<file path="config.mk">
export PLATFORM = sky130hd
export DESIGN_NAME = jtframe_sdram_arb_flat
export DESIGN_NICKNAME = d
export VERILOG_FILES = /design/src/rtl/jtframe_sdram_arb_pkg.sv /design/src/rtl/jtframe_sdram_arb_if.sv /design/src/rtl/jtframe_sdram_arb_rr_pick.sv /design/src/rtl/jtframe_sdram_arb.sv /design/src/flat_wrapper.sv
export SDC_FILE = /design/constraint.sdc
export NUM_CORES = 1
export LEC_CHECK = 0
export ABC_AREA = 0
export CORE_UTILIZATION = 24
export DETAILED_ROUTE_END_ITERATION = 16
export HOLD_SLACK_MARGIN = 0.02
export PLACE_DENSITY_LB_ADDON = 0.2
export SYNTH_ARGS = -nofsm -noshare
export SYNTH_HDL_FRONTEND = slang
export SYNTH_SLANG_ARGS = --single-unit
</file>
<file path="constraint.sdc">
create_clock -name clk -period 1.6 [get_ports clk]
set_input_delay 0.32 -clock clk [delete_from_list [all_inputs] [get_ports clk]]
set_output_delay 0.32 -clock clk [all_outputs]
set_load 0.005 [all_outputs]
</file>
<file path="src/rtl/jtframe_sdram_arb_pkg.sv">
// Shared types for the SDRAM read-port arbiters: FSM states, bus widths
// and the 3-bit slot index.
package jtframe_arb_pkg;

  localparam int ADDR_W = 22;
  localparam int DATA_W = 16;

  typedef logic [2:0] slot_t;

  typedef enum logic [1:0] {
    IDLE = 2'd0,
    REQ  = 2'd1,
    WAIT = 2'd2,
    DONE = 2'd3
  } arb_state_e;

endpackage

</file>
<file path="src/rtl/jtframe_sdram_arb_if.sv">
// Slot-side and SDRAM-side bus of the ROM arbiter.
// master is the arbiter, slave is the requesters plus SDRAM controller.
interface jtframe_sdram_arb_if
  import jtframe_arb_pkg::*;
#(
  parameter int SLOTS = 5
);
  logic                      downloading;
  logic [SLOTS-1:0]          slot_req;
  logic [SLOTS*ADDR_W-1:0]   slot_addr;
  logic [SLOTS-1:0]          slot_ok;
  logic [DATA_W-1:0]         slot_data;
  logic                      sdram_req;
  logic [ADDR_W-1:0]         sdram_addr;
  logic                      sdram_ack;
  logic                      data_rdy;
  logic [DATA_W-1:0]         data_read;
  logic                      timeout_err;

  modport master (
    input  downloading, slot_req, slot_addr, sdram_ack, data_rdy, data_read,
    output slot_ok, slot_data, sdram_req, sdram_addr, timeout_err
  );

  modport slave (
    output downloading, slot_req, slot_addr, sdram_ack, data_rdy, data_read,
    input  slot_ok, slot_data, sdram_req, sdram_addr, timeout_err
  );
endinterface

</file>
<file path="src/rtl/jtframe_sdram_arb_rr_pick.sv">
// Combinational round-robin selector with absolute-priority override.
// Priority slots win lowest-index first; otherwise the first requester after last_grant.
module jtframe_rr_pick
  import jtframe_arb_pkg::*;
#(
  parameter int SLOTS = 5
) (
  input  logic [SLOTS-1:0] req,
  input  logic [7:0]       prio_mask,
  input  slot_t            last_grant,
  output logic             valid,
  output slot_t            index
);

  logic [7:0] r8;
  logic [7:0] p8;

  assign r8    = 8'(req);
  assign p8    = r8 & prio_mask;
  assign valid = |req;

  always_comb begin
    logic hit;
    int   j;
    hit   = 1'b0;
    j     = 0;
    index = '0;
    for (int i = 0; i < 8; i++) begin
      if (!hit && p8[3'(i)]) begin
        hit   = 1'b1;
        index = slot_t'(i);
      end
    end
    // cyclic scan starting just after the previous winner, ending on it
    for (int k = 1; k <= SLOTS; k++) begin
      j = int'(last_grant) + k;
      if (j >= SLOTS) j = j - SLOTS;
      if (!hit && j < SLOTS && r8[3'(j)]) begin
        hit   = 1'b1;
        index = slot_t'(j);
      end
    end
  end

endmodule

</file>
<file path="src/rtl/jtframe_sdram_arb.sv">
// Shares the SDRAM read port among up to eight ROM fetch slots, with a
// watchdog so a lost data_rdy cannot lock the bus.
module jtframe_sdram_arb
  import jtframe_arb_pkg::*;
#(
  parameter int         SLOTS     = 5,
  parameter logic [7:0] PRIO_MASK = 8'h10,
  parameter int         TIMEOUT   = 63
) (
  input logic               clk,
  input logic               rst_n,
  jtframe_sdram_arb_if.master bus
);

  localparam logic [1:0] S_IDLE = IDLE;
  localparam logic [1:0] S_REQ  = REQ;
  localparam logic [1:0] S_WAIT = WAIT;
  localparam logic [1:0] S_DONE = DONE;

  localparam logic [SLOTS-1:0] ONE     = SLOTS'(1);
  localparam logic [7:0]       WD_LAST = 8'(TIMEOUT - 1);

  logic [1:0]        st;
  slot_t             grant;
  slot_t             last_grant;
  logic [7:0]        wd_cnt;
  logic              req_r;
  logic [ADDR_W-1:0] addr_r;
  logic [SLOTS-1:0]  ok_r;
  logic [DATA_W-1:0] data_r;
  logic              err_r;

  logic              pick_vld;
  slot_t             pick_idx;
  logic [7:0]        req8;
  logic [ADDR_W-1:0] addr_a [8];

  assign req8 = 8'(bus.slot_req);

  for (genvar g = 0; g < 8; g++) begin : g_addr
    if (g < SLOTS) begin : g_real
      assign addr_a[g] = bus.slot_addr[g*ADDR_W +: ADDR_W];
    end else begin : g_pad
      assign addr_a[g] = '0;
    end
  end

  jtframe_rr_pick #(.SLOTS(SLOTS)) u_pick (
    .req        (bus.slot_req),
    .prio_mask  (PRIO_MASK),
    .last_grant (last_grant),
    .valid      (pick_vld),
    .index      (pick_idx)
  );

  always_ff @(posedge clk or negedge rst_n) begin
    if (!rst_n) begin
      st         <= S_IDLE;
      grant      <= '0;
      last_grant <= slot_t'(SLOTS - 1);
      wd_cnt     <= '0;
      req_r      <= 1'b0;
      addr_r     <= '0;
      ok_r       <= '0;
      data_r     <= '0;
      err_r      <= 1'b0;
    end else begin
      ok_r <= '0;
      case (st)
        S_IDLE: if (!bus.downloading && pick_vld) begin
          grant  <= pick_idx;
          addr_r <= addr_a[pick_idx];
          req_r  <= 1'b1;
          st     <= S_REQ;
        end
        S_REQ: begin
          // download aborts before the ack; last_grant is left alone
          if (bus.downloading) begin
            req_r <= 1'b0;
            st    <= S_IDLE;
          end else if (bus.sdram_ack) begin
            req_r  <= 1'b0;
            wd_cnt <= '0;
            st     <= S_WAIT;
          end
        end
        S_WAIT: begin
          if (bus.data_rdy) begin
            data_r <= bus.data_read;
            ok_r   <= req8[grant] ? (ONE << grant) : '0;
            st     <= S_DONE;
          end else if (wd_cnt == WD_LAST) begin
            err_r      <= 1'b1;
            last_grant <= grant;
            st         <= S_IDLE;
          end else begin
            wd_cnt <= wd_cnt + 8'd1;
          end
        end
        S_DONE: begin
          last_grant <= grant;
          st         <= S_IDLE;
        end
        default: st <= S_IDLE;
      endcase
    end
  end

  assign bus.sdram_req   = req_r;
  assign bus.sdram_addr  = addr_r;
  assign bus.slot_ok     = ok_r;
  assign bus.slot_data   = data_r;
  assign bus.timeout_err = err_r;

endmodule

</file>
<file path="src/flat_wrapper.sv">
// flat-port wrapper written by rule: the top's interface ports become plain ports
module jtframe_sdram_arb_flat import jtframe_arb_pkg::*;
#(
  parameter int         SLOTS     = 5,
  parameter logic [7:0] PRIO_MASK = 8'h10,
  parameter int         TIMEOUT   = 63
)
  (clk, rst_n, bus_downloading, bus_slot_req, bus_slot_addr, bus_sdram_ack, bus_data_rdy, bus_data_read, bus_slot_ok, bus_slot_data, bus_sdram_req, bus_sdram_addr, bus_timeout_err);
  jtframe_sdram_arb_if #(.SLOTS(SLOTS)) bus_i ();
  input logic clk;
  input logic rst_n;
  input wire logic [$bits(bus_i.downloading)-1:0] bus_downloading;
  input wire logic [$bits(bus_i.slot_req)-1:0] bus_slot_req;
  input wire logic [$bits(bus_i.slot_addr)-1:0] bus_slot_addr;
  input wire logic [$bits(bus_i.sdram_ack)-1:0] bus_sdram_ack;
  input wire logic [$bits(bus_i.data_rdy)-1:0] bus_data_rdy;
  input wire logic [$bits(bus_i.data_read)-1:0] bus_data_read;
  output wire logic [$bits(bus_i.slot_ok)-1:0] bus_slot_ok;
  output wire logic [$bits(bus_i.slot_data)-1:0] bus_slot_data;
  output wire logic [$bits(bus_i.sdram_req)-1:0] bus_sdram_req;
  output wire logic [$bits(bus_i.sdram_addr)-1:0] bus_sdram_addr;
  output wire logic [$bits(bus_i.timeout_err)-1:0] bus_timeout_err;
  assign bus_i.downloading = bus_downloading;
  assign bus_i.slot_req = bus_slot_req;
  assign bus_i.slot_addr = bus_slot_addr;
  assign bus_i.sdram_ack = bus_sdram_ack;
  assign bus_i.data_rdy = bus_data_rdy;
  assign bus_i.data_read = bus_data_read;
  assign bus_slot_ok = bus_i.slot_ok;
  assign bus_slot_data = bus_i.slot_data;
  assign bus_sdram_req = bus_i.sdram_req;
  assign bus_sdram_addr = bus_i.sdram_addr;
  assign bus_timeout_err = bus_i.timeout_err;
  jtframe_sdram_arb #(.SLOTS(SLOTS), .PRIO_MASK(PRIO_MASK), .TIMEOUT(TIMEOUT)) u_core (.clk(clk), .rst_n(rst_n), .bus(bus_i));
endmodule
</file>
==> impl_metrics.prom <==
# TYPE chip_impl_metric gauge
chip_impl_info{name="top_count_cell_post_synth",value="dfrtp_1"} 1
chip_impl_info{name="clock_tree_from_tritoncts",value="yes"} 1
chip_impl_metric{name="tritoncts.num_buffers",unit=""} 5
chip_impl_metric{name="synth-xor-area-share",unit=""} 0.00586
chip_impl_metric{name="insertedDiodeCount",unit=""} 0
chip_impl_metric{name="drt_pass1_iterations",unit=""} 4
chip_impl_metric{name="ff_latch_area",unit="um2"} 726
chip_impl_metric{name="die_h",unit="um"} 80.9
chip_impl_metric{name="multi_input_area",unit="um2"} 686
chip_impl_metric{name="core_area",unit="um2"} 5960
chip_impl_metric{name="grt_max_degree",unit=""} 30
chip_impl_metric{name="synth_compound_area_frac",unit=""} 0.0879
chip_impl_info{name="combinational_family_with_the_most_area_after_synthesis",value="buffers and inverters"} 1
chip_impl_metric{name="vias_in_the_first_global_route",unit=""} 1211
chip_impl_metric{name="clock.fmax",unit="MHz"} 621
chip_impl_metric{name="grt_pass1_wl",unit="mm"} 5.26
chip_impl_info{name="setup_repair_after_global_routing_missed_its_margin",value="yes"} 1
chip_impl_metric{name="initialDrtViolationCount",unit=""} 39
chip_impl_metric{name="gr-usage-all-layers",unit=""} 0.107
chip_impl_metric{name="power_density",unit="nW/um2"} 1400
chip_impl_metric{name="finalClockSkew",unit="ps"} 5.29
chip_impl_metric{name="peakVddDrop",unit="mV"} 0.763
chip_impl_metric{name="crit_arrival",unit="ps"} 1780
chip_impl_metric{name="seq_total_area_yosys",unit=""} 0.485
chip_impl_metric{name="worstPathRequired",unit="ps"} 1770
chip_impl_metric{name="ctsLongestPathBuffers",unit=""} 2
chip_impl_metric{name="yosys.area_share.simple",unit=""} 0.127
chip_impl_metric{name="syn_inst",unit=""} 132
chip_impl_metric{name="synth_fa_ha_area_frac",unit=""} 0.0167
chip_impl_metric{name="slew_viol_final",unit=""} 0
chip_impl_metric{name="synth_area_per_cell",unit="um2"} 11.3
chip_impl_metric{name="fill_cells",unit=""} 594
chip_impl_metric{name="wirelength",unit="mm"} 3.35
chip_impl_metric{name="synth.top_cell.area_share",unit=""} 0.485
chip_impl_metric{name="portBuffers",unit=""} 44
chip_impl_metric{name="critical_path_peak_fanout",unit=""} 3
chip_impl_info{name="holdCritPathClass",value="input pin to asynchronous set/reset pin"} 1
chip_impl_metric{name="nNetsFinal",unit=""} 345
chip_impl_metric{name="worst-r2r-setup-slack",unit="ps"} -10
chip_impl_metric{name="whs",unit="ps"} 428
chip_impl_metric{name="peak_per_stage_delay_on_the_critical_path",unit="ps"} 390
chip_impl_info{name="ys.flop_type",value="dfrtp_1"} 1
chip_impl_metric{name="max_cap_violations",unit=""} 0
chip_impl_metric{name="total_setup_violations_reported_at_the_end_of_the_flow",unit=""} 1
chip_impl_info{name="cp_slowest_cell",value="dfrtp_1"} 1
chip_impl_info{name="clock_tree.root_cell",value="clkbuf_8"} 1
chip_impl_metric{name="cts_hold_buf",unit=""} 0
chip_impl_metric{name="grt_antenna_before_repair",unit=""} 0
chip_impl_metric{name="timing.final.hold_violations",unit=""} 0
chip_impl_metric{name="synth.lib_cells_used.distinct",unit=""} 29
chip_impl_metric{name="place_ws",unit="ps"} -399
chip_impl_info{name="crit_chain",value="inv_2 -> ha_4 -> nand2_4 -> o41ai_4 -> buf_4 -> mux2_4 -> a21o_1"} 1
chip_impl_metric{name="cts.clk_slew.worst_paths",unit="ps"} 60
chip_impl_metric{name="die-width",unit="um"} 80.9
chip_impl_metric{name="drt-vias-per-instance",unit=""} 4.13
chip_impl_metric{name="synth_enable_flop_cells",unit=""} 0
chip_impl_metric{name="timing.final.ws_setup",unit="ps"} -10.5
chip_impl_metric{name="timing.final.crit_period",unit="ps"} 1610
chip_impl_metric{name="place.gp.congestion",unit=""} 0.759
chip_impl_metric{name="die_area",unit="um2"} 6550
chip_impl_info{name="run_status",value="finished with violations"} 1
chip_impl_metric{name="async_flop_share",unit=""} 1.00
chip_impl_info{name="start_kind",value="flip-flop"} 1
chip_impl_metric{name="initial_utilization",unit=""} 0.251
chip_impl_metric{name="detail-route-antenna-nets",unit=""} 0
chip_impl_metric{name="number_of_cell_rows",unit=""} 28
chip_impl_metric{name="final_min_period_over_clock_period",unit=""} 1.01
chip_impl_metric{name="timing.critical_path.buf_inv",unit=""} 2
chip_impl_metric{name="synth.ff_latch_count",unit=""} 29
chip_impl_metric{name="avgRoutedWirePerCell",unit="um"} 11.9
chip_impl_info{name="worst_path_dominant_cell_family",value="flip-flops"} 1
chip_impl_metric{name="p_leak",unit="uW"} 0.00107
chip_impl_metric{name="place.detailed.hpwl",unit="mm"} 2.34
chip_impl_metric{name="synth.cell_area",unit="um2"} 1500
chip_impl_metric{name="synthMuxAreaShare",unit=""} 0.128
chip_impl_metric{name="clock_sinks",unit=""} 29
chip_impl_info{name="violations_in_the_final_reports",value="negative setup slack"} 1
chip_impl_metric{name="i_o_pin_cnt",unit=""} 181
chip_impl_info{name="synth.top_cells.by_area",value="dfrtp_1, buf_4, mux2_1"} 1
chip_impl_metric{name="num_vias",unit=""} 1165
chip_impl_metric{name="overflow",unit=""} 0
chip_impl_metric{name="signed_area_change_from_the_synthesized_netlist_to_the_final_layout",unit="%"} 51.2
chip_impl_info{name="synth_commonest_cells",value="dfrtp_1, buf_4, mux2_1"} 1
chip_impl_metric{name="clock_insertion_delay_worst_skew",unit="ps"} 280
chip_impl_info{name="crit_type",value="flip-flop to flip-flop"} 1
chip_impl_metric{name="cts_max_level",unit=""} 2
chip_impl_info{name="setup.worst_path.end_class",value="flip-flop"} 1
chip_impl_metric{name="detail_route.drc_violations",unit=""} 0
chip_impl_info{name="netlist.top_cell.by_area",value="dfrtp_1"} 1
chip_impl_metric{name="drive_gt1_frac",unit=""} 0.246
chip_impl_metric{name="ys.warnings.count",unit=""} 0
-- layer usage --
metal  GRT usage  vias to the layer above  wire length, um
met2       0.187                       59             1730
met3      0.0438                        5              266
met4      0.0429                        0               54
met1       0.113                      551             1290
met5           0                        -                0
li1            -                      550                -
-- stage by stage --
| stage | total power, uW | setup TNS [ps] | util | cell area (um2) | instances |
|---|---|---|---|---|---|
| 2_1_floorplan | 1670 | 0 | - | 1590 | 157 |
| 3_3_place_gp | 2350 | -1670 | 0.346 | 2060 | 266 |
| 3_5_place_dp | 2390 | -2400 | 0.346 | 2060 | 266 |
| 4_1_cts | 3090 | -254 | 0.370 | 2200 | 277 |
| 5_1_grt | 3370 | -197 | 0.380 | 2260 | 282 |
| 6_report | 3160 | -10.5 | 0.380 | 2260 | 282 |
-- layout by cell type, fill, tap and decap left out, drive strengths merged, types with 3 or more instances in the layout --
cell           count
nand3              8
a21o               3
o21ai              5
clkbuf             7
nor3               4
nor2               4
nand2              6
and3               4
mux2              17
nand2b             4
buf               27
dfrtp             29
conb              26
a21oi              3
clkdlybuf4s50     43
-- power by group --
group          total (uW)  internal [uW]  leakage, uW  switching, uW
clock network         611            341    0.0000443            271
logic                1390            914     0.000655            476
registers            1160           1000     0.000367            161
-- worst register-to-register path: cells and delay by family (launching register included) --
kind / cells / cell delay, ps
mux: 1 / 290
fa+ha+maj: 1 / 140
buf+inv: 2 / 260
flops: 1 / 390
compound gates: 2 / 370
simple gates: 1 / 50
-- timing repair --
item | CTS | global route
buffers inserted | 4 | 5
resized for setup | 8 | 5
pin swaps | 5 | 1
setup endpoints to repair | 5 | 8
-- layout make-up --
class	instances	share of cell area
sequential	29	0.321
timing repair buffer	71	0.293
inverter	2	0.00332
clock buffer	7	0.0382
multi-input combinational	98	0.303
tap	75	0.0415
-- flip-flops by register name (all words and copies together) (netlist names) --
register and cells:
u_core.bus.slot_ok 1, u_core.wd_cnt 8, u_core.bus.timeout_err 1, u_core.st 2, u_core.bus.slot_data 16, u_core.bus.sdram_req 1
-- kinds of logic (layout without fill, tap and decap cells) --
family                   Yosys count  in the layout
AO/OA/AOI/OAI                     17             17
XOR/XNOR                           1              1
adder cells (fa/ha/maj)            2              2
buffers and inverters             30             80
flip-flops                        29             29
multiplexers                      17             17
other                              1             26
AND/OR/NAND/NOR                   35             35
-- final timing paths --
check	startpoint	end	cells past startpoint
worst max-delay path	u_core.wd_cnt[0]	u_core.wd_cnt[5]	7
worst min-delay path	rst_n	u_core.bus.slot_data[14]	2
worst max register to register	u_core.wd_cnt[0]	u_core.wd_cnt[5]	7
worst min register to register	u_core.bus.timeout_err	u_core.bus.timeout_err	1
max in group asynchronous	rst_n	u_core.st[0]	2
min in group clk	u_core.bus.timeout_err	u_core.bus.timeout_err	1
Power figures use the tool's default switching activity.
